### config.mk
export PLATFORM = sky130hd
export DESIGN_NAME = seq_pattern_tx
export DESIGN_NICKNAME = d
export VERILOG_FILES = /design/src/rtl/seq_pkg.sv /design/src/rtl/pattern_shreg.sv /design/src/rtl/seq_pattern_tx.sv
export SDC_FILE = /design/constraint.sdc
export NUM_CORES = 1
export LEC_CHECK = 0
export CORE_UTILIZATION = 30
export CTS_CLUSTER_DIAMETER = 30
export CTS_CLUSTER_SIZE = 30
export DETAILED_ROUTE_END_ITERATION = 8
export PLACE_DENSITY = 0.55
export SYNTH_ARGS = -nofsm -noshare
export SYNTH_HDL_FRONTEND = slang
export SYNTH_SLANG_ARGS = --single-unit
### constraint.sdc
create_clock -name clk -period 2.9 [get_ports clk]
set_input_delay 0.58 -clock clk [delete_from_list [all_inputs] [get_ports clk]]
set_output_delay 0.58 -clock clk [all_outputs]
set_load 0.005 [all_outputs]
### src/rtl/seq_pkg.sv
// Shared types and defaults for the sequence-detection stimulus path.
package seq_pkg;

  localparam int unsigned DEF_MAX_LEN = 8;
  localparam int unsigned DEF_LEN_W   = 4;
  localparam int unsigned DEF_CNT_W   = 4;

  // Line level while no pattern bit is present; detectors assume the same value.
  localparam logic SEQ_IDLE_LVL = 1'b0;

  typedef enum logic [1:0] {
    StIdle = 2'd0,
    StSend = 2'd1,
    StGap  = 2'd2
  } seq_state_e;

  function automatic logic req_is_legal(input int unsigned len, input int unsigned reps,
                                        input int unsigned max_len);
    return (len != 0) && (len <= max_len) && (reps != 0);
  endfunction

endpackage

### src/rtl/pattern_shreg.sv
// Loadable shift register that left-aligns a len-bit pattern so bits leave MSB-first.
module pattern_shreg #(
  parameter int unsigned WIDTH = 8,
  parameter int unsigned LEN_W = 4
) (
  input  logic             clk,
  input  logic             rst,
  input  logic             i_load,
  input  logic             i_shift,
  input  logic [WIDTH-1:0] i_pat,
  input  logic [LEN_W-1:0] i_len,
  output logic             o_first,
  output logic             o_msb
);

  logic [WIDTH-1:0] r_data;
  logic [WIDTH-1:0] w_aligned;
  logic [LEN_W-1:0] w_shamt;

  assign w_shamt   = LEN_W'(WIDTH) - i_len;
  assign w_aligned = i_pat << w_shamt;
  // The first bit goes straight to the output register, so only the rest is stored.
  assign o_first   = w_aligned[WIDTH-1];
  assign o_msb     = r_data[WIDTH-1];

  always_ff @(posedge clk or posedge rst) begin
    if (rst) begin
      r_data <= '0;
    end else if (i_load) begin
      r_data <= {w_aligned[WIDTH-2:0], 1'b0};
    end else if (i_shift) begin
      r_data <= {r_data[WIDTH-2:0], 1'b0};
    end
  end

endmodule

### src/rtl/seq_pattern_tx.sv
// Serial bit-pattern transmitter: sends a captured pattern MSB-first for a number of
// passes, optionally separated by idle gaps, on a registered serial line.
module seq_pattern_tx
  import seq_pkg::*;
#(
  parameter int unsigned MAX_LEN  = DEF_MAX_LEN,
  parameter int unsigned LEN_W    = DEF_LEN_W,
  parameter int unsigned CNT_W    = DEF_CNT_W,
  parameter logic        IDLE_LVL = SEQ_IDLE_LVL
) (
  input  logic               clk,
  input  logic               rst,
  input  logic               i_req_valid,
  output logic               o_req_ready,
  input  logic [MAX_LEN-1:0] i_pat,
  input  logic [LEN_W-1:0]   i_len,
  input  logic [CNT_W-1:0]   i_reps,
  input  logic [CNT_W-1:0]   i_gap,
  input  logic               i_abort,
  output logic               o_ser_out,
  output logic               o_ser_valid,
  output logic               o_busy,
  output logic               o_done,
  output logic               o_err
);

  seq_state_e r_state, w_state_nxt;

  logic [MAX_LEN-1:0] r_pat;
  logic [LEN_W-1:0]   r_len;
  logic [CNT_W-1:0]   r_gap;

  logic [LEN_W-1:0] r_bit_cnt, w_bit_cnt_nxt;
  logic [CNT_W-1:0] r_pass_cnt, w_pass_cnt_nxt;
  logic [CNT_W-1:0] r_gap_cnt, w_gap_cnt_nxt;

  logic r_ser_out, w_ser_out_nxt;
  logic r_ser_valid, w_ser_valid_nxt;
  logic r_done, w_done_nxt;
  logic r_err, w_err_nxt;

  logic w_accept, w_legal, w_capture, w_reload;
  logic w_load, w_shift, w_first, w_msb;
  logic [MAX_LEN-1:0] w_ld_pat;
  logic [LEN_W-1:0]   w_ld_len;

  assign o_req_ready = (r_state == StIdle) && !i_abort;
  assign w_accept    = i_req_valid && o_req_ready;
  assign w_legal     = req_is_legal(32'(i_len), 32'(i_reps), MAX_LEN);

  // Fresh request fields on acceptance, frozen copies on every later reload.
  assign w_ld_pat = (r_state == StIdle) ? i_pat : r_pat;
  assign w_ld_len = (r_state == StIdle) ? i_len : r_len;

  pattern_shreg #(
    .WIDTH (MAX_LEN),
    .LEN_W (LEN_W)
  ) u_shreg (
    .clk     (clk),
    .rst     (rst),
    .i_load  (w_load),
    .i_shift (w_shift),
    .i_pat   (w_ld_pat),
    .i_len   (w_ld_len),
    .o_first (w_first),
    .o_msb   (w_msb)
  );

  always_comb begin
    w_state_nxt     = r_state;
    w_bit_cnt_nxt   = r_bit_cnt;
    w_pass_cnt_nxt  = r_pass_cnt;
    w_gap_cnt_nxt   = r_gap_cnt;
    w_ser_out_nxt   = IDLE_LVL;
    w_ser_valid_nxt = 1'b0;
    w_done_nxt      = 1'b0;
    w_err_nxt       = 1'b0;
    w_capture       = 1'b0;
    w_reload        = 1'b0;
    w_load          = 1'b0;
    w_shift         = 1'b0;

    unique case (r_state)
      StIdle: begin
        if (w_accept) begin
          if (w_legal) begin
            w_capture       = 1'b1;
            w_load          = 1'b1;
            w_state_nxt     = StSend;
            w_ser_out_nxt   = w_first;
            w_ser_valid_nxt = 1'b1;
            w_bit_cnt_nxt   = i_len - LEN_W'(1);
            w_pass_cnt_nxt  = i_reps - CNT_W'(1);
          end else begin
            w_err_nxt = 1'b1;
          end
        end
      end
      StSend: begin
        // Counters hold bits/passes remaining after the one currently on the line.
        if (i_abort) begin
          w_state_nxt = StIdle;
        end else if (r_bit_cnt != '0) begin
          w_shift         = 1'b1;
          w_ser_out_nxt   = w_msb;
          w_ser_valid_nxt = 1'b1;
          w_bit_cnt_nxt   = r_bit_cnt - LEN_W'(1);
        end else if (r_pass_cnt == '0) begin
          w_state_nxt = StIdle;
          w_done_nxt  = 1'b1;
        end else if (r_gap != '0) begin
          w_state_nxt   = StGap;
          w_gap_cnt_nxt = r_gap - CNT_W'(1);
        end else begin
          w_reload = 1'b1;
        end
      end
      StGap: begin
        if (i_abort) begin
          w_state_nxt = StIdle;
        end else if (r_gap_cnt == '0) begin
          w_reload = 1'b1;
        end else begin
          w_gap_cnt_nxt = r_gap_cnt - CNT_W'(1);
        end
      end
      default: begin
        w_state_nxt = StIdle;
      end
    endcase

    if (w_reload) begin
      w_load          = 1'b1;
      w_state_nxt     = StSend;
      w_ser_out_nxt   = w_first;
      w_ser_valid_nxt = 1'b1;
      w_bit_cnt_nxt   = r_len - LEN_W'(1);
      w_pass_cnt_nxt  = r_pass_cnt - CNT_W'(1);
    end
  end

  always_ff @(posedge clk or posedge rst) begin
    if (rst) begin
      r_state     <= StIdle;
      r_pat       <= '0;
      r_len       <= '0;
      r_gap       <= '0;
      r_bit_cnt   <= '0;
      r_pass_cnt  <= '0;
      r_gap_cnt   <= '0;
      r_ser_out   <= IDLE_LVL;
      r_ser_valid <= 1'b0;
      r_done      <= 1'b0;
      r_err       <= 1'b0;
    end else begin
      r_state     <= w_state_nxt;
      r_bit_cnt   <= w_bit_cnt_nxt;
      r_pass_cnt  <= w_pass_cnt_nxt;
      r_gap_cnt   <= w_gap_cnt_nxt;
      r_ser_out   <= w_ser_out_nxt;
      r_ser_valid <= w_ser_valid_nxt;
      r_done      <= w_done_nxt;
      r_err       <= w_err_nxt;
      if (w_capture) begin
        r_pat <= i_pat;
        r_len <= i_len;
        r_gap <= i_gap;
      end
    end
  end

  assign o_ser_out   = r_ser_out;
  assign o_ser_valid = r_ser_valid;
  assign o_busy      = (r_state != StIdle);
  assign o_done      = r_done;
  assign o_err       = r_err;

endmodule
==> reports/metrics.csv, run 1 <==
metric,value,unit
grt_pass1_vias,2281,
nFillCells,864,
p_leak,1.48,nW
tightest_slew,0.586,ns
cp-start-kind,flop,
dp_worst_setup_slack,-0.0152,ns
setup_slack,0.182,ns
fin_skew,0.0108,ns
grt_max_degree,42,
insertion_delay,0.30,ns
clkSlewWorstSetupHoldPaths,0.09,ns
ys_types,50,
io_pins,30,
routedWlPerCell,14.4,um
mappedNetlistArea,0.00264,mm^2
grt_overflow_total,0,
dp_hpwl,4.90,mm
hold_ws,0.497,ns
drc,0,
viasPerCell,5.04,
grtUsageTotal,15.6,%
ys_seq_area_share,38.9,%
crit_end,o_req_ready,
grt.busiest_layer,met2,
r2r-start,r_state[0],
ys_async_sr_fraction,100,%
die-area,0.00917,mm^2
htree_levels,2,
die_y,95.8,um
setup_viol,0,
critPathKind,reg2out,
hold-path-cell-count,2,
clockBufferDepth,2,
cts_inserted_buffers,5,
synth_flop_cell,dfrtp_1,
hp-class,reg2reg,
cp-end-kind,output port,
syn_avg_cell_area,8.95,um^2
period_share,93.7,%
relSlewSlack,60.6,%
vias,2265,
setup-tns-final,0,ns
cts_tree,built,
cts.sinks,41,
place.gp.congestion,0.832,
drv_slew,0,
cts-root-buf,clkbuf_8,
yosys_register_bits,41,
min_period,2.72,ns
ff2ff_path_depth,9,
grt_use_met2,26.0,%
crit_start,r_state[0],
vdd_drop_max,0.000474,V
ant_nets,0,
status,finished clean,
grt.met1_usage,20.8,%
drive_gt1_share,14.5,%
post_cts_buffers,0,
hold_viol_final,0,
synth-edff-count,0,
grtUsageMet3,2.92,%
synth_nets,326,
fp.coreArea,0.00838,mm^2
worst-path-max-fanout,12,
crit_arrival,2.14,ns
antenna_found_initial,0,
cp.required,2.32,ns
postCtsHoldBufs,0,
initial_core_util,31.5,%
die_w,95.8,um
antenna_cells,0,
r2r_slack,0.24,ns
wirelength,6.47,mm
postSynthCellCount,295,
placement.io_buffers,29,
grt_setup_unrepaired,no,
drtIter0Drc,57,
powerDensity,1010,mW/mm^2
r2r-end,o_ser_out,
drt_first_pass_iters,4,
clock.fmax,0.368,GHz
nNetsFinal,374,
yosys_warnings,0,
fp-row-count,33,
grt_pass1_wl,11.0,mm
area_growth,26.2,%
maxCapViolCount,0,
## stage by stage
step           util (%)  cells  cell area, um^2  power [mW]
3_5_place_dp       38.2    441             3200        2.88
6_report           39.7    449             3330        3.36
3_3_place_gp       38.2    441             3200        2.86
2_1_floorplan         -    295             2640        2.31
5_1_grt            39.7    449             3330        3.66
4_1_cts            39.6    449             3320        3.38
## cell usage after synthesis, types with 6 or more instances
library cell	count	area, um^2
nand2_1	66	248
dfrtp_1	41	1030
mux2i_1	31	310
nor2_1	24	90.1
a21oi_1	13	65.1
o21ai_0	9	45.0
clkbuf_1	8	30.0
ha_1	7	87.6
mux2_2	7	78.8
inv_1	6	22.5
nand2b_1	6	37.5
nor3_1	6	30.0
## registers in the layout, indices dropped and copies added, names as in the netlist, 2 cells and up
signal and flops:
r_bit_cnt 4, r_gap 4, r_gap_cnt 4, r_len 4, r_pass_cnt 4, r_pat 8, r_state 2, u_shreg.r_data 7
## layout make-up
class | instances | area, um^2 | share of cell area [%]
Inverter | 7 | 26.3 | 0.789
Tap cell | 105 | 131 | 3.94
Multi-Input combinational cell | 234 | 1540 | 46.3
Sequential cell | 41 | 1030 | 30.8
Clock buffer | 5 | 68.8 | 2.07
Timing Repair Buffer | 54 | 490 | 14.7
Clock inverter | 3 | 46.3 | 1.39
## power by group
group	switching, mW	leakage, nW	internal, mW
registers	0.231	0.515	0.833
clock network	0.224	0.0543	0.258
logic	0.928	0.909	0.888
## worst min path at each step
| stage | from | endpoint | slack (ns) |
|---|---|---|---|
| after floorplan | r_pat[7] | r_pat[7] | 0.44 |
| after CTS | r_pat[7] | r_pat[7] | 0.50 |
| final | r_pat[7] | r_pat[7] | 0.50 |
| after detailed placement | r_pat[7] | r_pat[7] | 0.48 |
| after global placement | r_pat[7] | r_pat[7] | 0.47 |
| after global routing | u_shreg.r_data[7] | u_shreg.r_data[7] | 0.54 |
## what timing repair did
item / CTS / global route
gates resized for setup: 1 / 1
endpoints found under the setup margin: 2 / 2
pin swaps: 0 / 0
## metal layers
metal	vias up	routed length, um
met4	0	63
met5	-	0
met1	1073	3200
met2	45	2980
li1	1141	-
met3	6	229
## layout by cell type (no fill, tap or decap), types with 2 or more instances in the layout
master,count
a311oi_1,2
o31a_1,2
clkdlybuf4s50_1,29
a21oi_1,13
nor3_1,6
nor4_1,5
inv_1,5
clkinv_1,2
ha_1,6
o22a_1,2
o22ai_1,5
o211ai_1,4
mux2_2,7
nand3_1,5
dfrtp_1,41
nand2_1,66
buf_4,24
o21ai_0,9
o31ai_1,2
nand2b_1,6
nand3b_1,3
clkbuf_8,5
or4_1,2
o21a_1,2
xnor2_1,3
nor2_1,24
mux2i_1,31
a211oi_1,3
o21ai_1,5
## critical path, stage by stage (launching register included)
cell             delay, ns
dfrtp_1               0.41
inv_1                 0.14
ha_4                  0.22
buf_4                 0.13
buf_4                 0.17
clkinv_1              0.12
nor2_1                0.13
clkdlybuf4s50_1       0.51
## logic make-up (layout without fill, tap and decap cells)
| logic type | count (synthesis) | after routing | synth area share (%) |
|---|---|---|---|
| buf+inv | 20 | 69 | 3.18 |
| flops | 41 | 41 | 38.9 |
| compound gates | 55 | 55 | 13.4 |
| fa+ha+maj | 7 | 7 | 3.32 |
| simple gates | 127 | 127 | 22.9 |
| mux | 40 | 40 | 16.5 |
| xor+xnor | 5 | 5 | 1.94 |
No activity file was read; power rests on OpenSTA's default activity.
==> run 2: changes to the inputs <==
--- a/config.mk
+++ b/config.mk
@@ -5,11 +5,14 @@
 export SDC_FILE = /design/constraint.sdc
 export NUM_CORES = 1
 export LEC_CHECK = 0
+export ABC_AREA = 1
+export CORE_ASPECT_RATIO = 0.9
 export CORE_UTILIZATION = 30
 export CTS_CLUSTER_DIAMETER = 30
 export CTS_CLUSTER_SIZE = 30
 export DETAILED_ROUTE_END_ITERATION = 8
 export PLACE_DENSITY = 0.55
+export SKIP_CTS_REPAIR_TIMING = 1
 export SYNTH_ARGS = -nofsm -noshare
 export SYNTH_HDL_FRONTEND = slang
 export SYNTH_SLANG_ARGS = --single-unit
==> reports/metrics.csv, run 2 <==
metric,value,unit,change
status,finished clean,,unchanged
cp-end-kind,output port,,unchanged
p_clk_share,14.4,%,was 14.3%
hp-class,reg2reg,,unchanged
insertion_delay,0.30,ns,about the same
power.switching,1.54,mW,was 1.38 mW
dp_hpwl,4.69,mm,was 4.90 mm
clkSlewWorstSetupHoldPaths,0.09,ns,about the same
yosys_warnings,0,,unchanged
seq_area,0.00103,mm^2,unchanged
drv_slew,0,,unchanged
grtUsageTotal,14.6,%,was 15.6%
setup-tns-final,0,ns,unchanged
vdd_drop_max,0.000363,V,was 0.000474 V
ys_seq_area_share,38.1,%,was 38.9%
period_share,90.0,%,was 93.7%
viasPerCell,4.64,,was 5.04
clockBufferDepth,2,,unchanged
place_inst,513,,was 441
nNetsFinal,432,,was 374
synth-edff-count,0,,unchanged
r2r-end,u_shreg.r_data[7],,was o_ser_out
layout_common_cells,"nand2_1, o21ai_0, inv_1",,"was nand2_1, dfrtp_1, mux2i_1"
grt_pass1_wl,10.6,mm,was 11.0 mm
cp.required,2.32,ns,about the same
cts-root-buf,clkbuf_8,,unchanged
combPwrFrac,56.3,%,was 54.0%
largest_register_ffs,8,,unchanged
wirelength,6.26,mm,was 6.47 mm
postSynthCellCount,371,,was 295
final_common_cell,nand2_1,,unchanged
r2r-start,r_state[0],,unchanged
relSlewSlack,46.9,%,was 60.6%
whs_endpoint,u_shreg.r_data[5],,was r_pat[7]
initial_core_util,31.2,%,was 31.5%
yosys_register_bits,41,,unchanged
yosysMostFrequentCell,nand2_1,,unchanged
worst-path-max-fanout,13,,was 12
crit_arrival,2.03,ns,was 2.14 ns
swShare,46.6,%,was 41.2%
placement.io_buffers,29,,unchanged
fp.coreArea,0.00865,mm^2,was 0.00838 mm^2
grt_max_degree,22,,was 42
die_w,102,um,was 95.8 um
setup_viol,0,,unchanged
mappedNetlistArea,0.00270,mm^2,was 0.00264 mm^2
final_cells,521,,was 449
p_leak,1.52,nW,was 1.48 nW
drt_first_pass_iters,4,,unchanged
synth_top_area_share,38.1,%,was 38.9%
grt_pass1_vias,2241,,was 2281
powerDensity,1030,mW/mm^2,was 1010 mW/mm^2
p_int,1.76,mW,was 1.98 mW
antenna_found_initial,0,,unchanged
maxCapViolCount,0,,unchanged
grt_overflow_total,0,,unchanged
synth_flop_cell,dfrtp_1,,unchanged
cts_inserted_buffers,5,,unchanged
cp-start-kind,flop,,unchanged
min_period,2.61,ns,was 2.72 ns
reg.largest.list,"r_pat (8), u_shreg.r_data (7)",,unchanged
multi_input_area,0.00140,mm^2,was 0.00154 mm^2
cts_tree,built,,unchanged
htree_levels,2,,unchanged
syn_avg_cell_area,7.27,um^2,was 8.95 um^2
synth_area_leader_cell,dfrtp_1,,unchanged
hold-path-cell-count,2,,unchanged
critPathKind,reg2out,,unchanged
drtIter0Drc,88,,was 57
fp-row-count,32,,was 33
drive_gt1_share,10.9,%,was 14.5%
place.gp.congestion,0.942,,was 0.832
cts.sinks,41,,unchanged
r2r_slack,0.50,ns,was 0.24 ns
ys_async_sr_fraction,100,%,unchanged
routedWlPerCell,12.0,um,was 14.4 um
tightest_slew,0.795,ns,was 0.586 ns
synth_area_leaders,"dfrtp_1, nand2_1, o21ai_0, inv_1, nand3_1",,"was dfrtp_1, mux2i_1, nand2_1, nor2_1, ha_1"
synth_nets,402,,was 326
hold_viol_final,0,,unchanged
vias,2416,,was 2265
die-area,0.00937,mm^2,was 0.00917 mm^2
ys_types,37,,was 50
clock.fmax,0.383,GHz,was 0.368 GHz
antenna_cells,0,,unchanged
ff2ff_path_depth,11,,was 9
area_growth,18.7,%,was 26.2%
io_pins,30,,unchanged
hp-start,u_shreg.r_data[5],,was r_pat[7]
nFillCells,926,,was 864
die_y,91.9,um,was 95.8 um
grt_setup_unrepaired,no,,unchanged
regMostFlops,r_pat,,unchanged
drc,0,,unchanged
synth_commonest_cells,"nand2_1, o21ai_0, inv_1",,"was nand2_1, dfrtp_1, mux2i_1"
fin_skew,0.0112,ns,was 0.0108 ns
ant_nets,0,,unchanged
p_seq_share,29.3,%,was 31.7%
## run 2: changes by cell type in the layout (fill, tap and decap cells not counted), moves of 6 or more
cell / delta
buf_4: -18
nand2b_1: -6
nand2_2: +6
mux2_2: -6
o21ai_0: +38
nand2_1: +46
mux2i_1: -31
nand3_1: +16
inv_1: +38
nor2_1: -7
## run 2: cell families after synthesis
logic type / Yosys count / synth area share (%)
adders and majority gates: 7 / 3.25
muxes: 1 / 0.418
DFF: 41 / 38.1
and+or+nand+nor: 177 / 29.8
buffers and inverters: 61 / 10.3
AOI/OAI and AO/OA: 79 / 16.3
xor gates and xnor gates: 5 / 1.90
## run 2: worst max path at each step
stage / endpoint / start / cells past startpoint / slack, ns
finish: o_req_ready / r_state[0] / 5 / 0.29
floorplan: u_shreg.r_data[7] / r_state[0] / 14 / 0.83
global placement: u_shreg.r_data[7] / i_len[0] / 12 / 0.31
CTS: o_req_ready / r_state[0] / 5 / 0.06
detailed placement: u_shreg.r_data[7] / i_len[0] / 12 / 0.25
global route: o_req_ready / r_state[0] / 5 / 0.12
## run 2: power by group through the flow
stage                     Clock, mW  Sequential [mW]  Combinational, mW
after floorplan                   0            0.937               1.48
after global placement            0            0.970               1.81
after detailed placement          0            0.971               1.83
after CTS                     0.496            0.961               1.85
after global routing          0.517            0.992               2.13
final                         0.476            0.965               1.85
## run 2: metal layers
metal  global-route usage, %  wire, um  up-vias
met5                       0         0        -
met4                    5.71        84        0
met3                    2.74       214        9
met2                    22.2      2850       40
met1                    20.3      3110     1118
li1                        -         -     1249
## run 2: metrics by stage
| step | hold slack, ns | cell area [um^2] | utilization [%] | setup WS, ns | power [mW] |
|---|---|---|---|---|---|
| after CTS | 0.495 | 3200 | 37.0 | 0.0569 | 3.31 |
| after global placement | 0.469 | 3090 | 35.7 | 0.307 | 2.78 |
| after detailed placement | 0.473 | 3090 | 35.7 | 0.247 | 2.80 |
| after global routing | 0.519 | 3200 | 37.0 | 0.124 | 3.64 |
| after floorplan | 0.449 | 2700 | - | 0.827 | 2.41 |
| final | 0.489 | 3200 | 37.0 | 0.291 | 3.29 |
## run 2: critical path, stage by stage (launching register included)
cell	delay, ns
dfrtp_1	0.40
inv_1	0.09
ha_2	0.37
inv_2	0.18
nor2_2	0.17
clkdlybuf4s50_1	0.52
## run 2: final cells by class
cell class | count | share of cell area [%]
flip-flops and latches | 41 | 32.0
repair buffers | 35 | 10.5
clock inverters | 2 | 1.21
inverters | 49 | 5.74
well taps | 119 | 4.65
multi-input cells | 269 | 43.6
clock buffers | 6 | 2.27
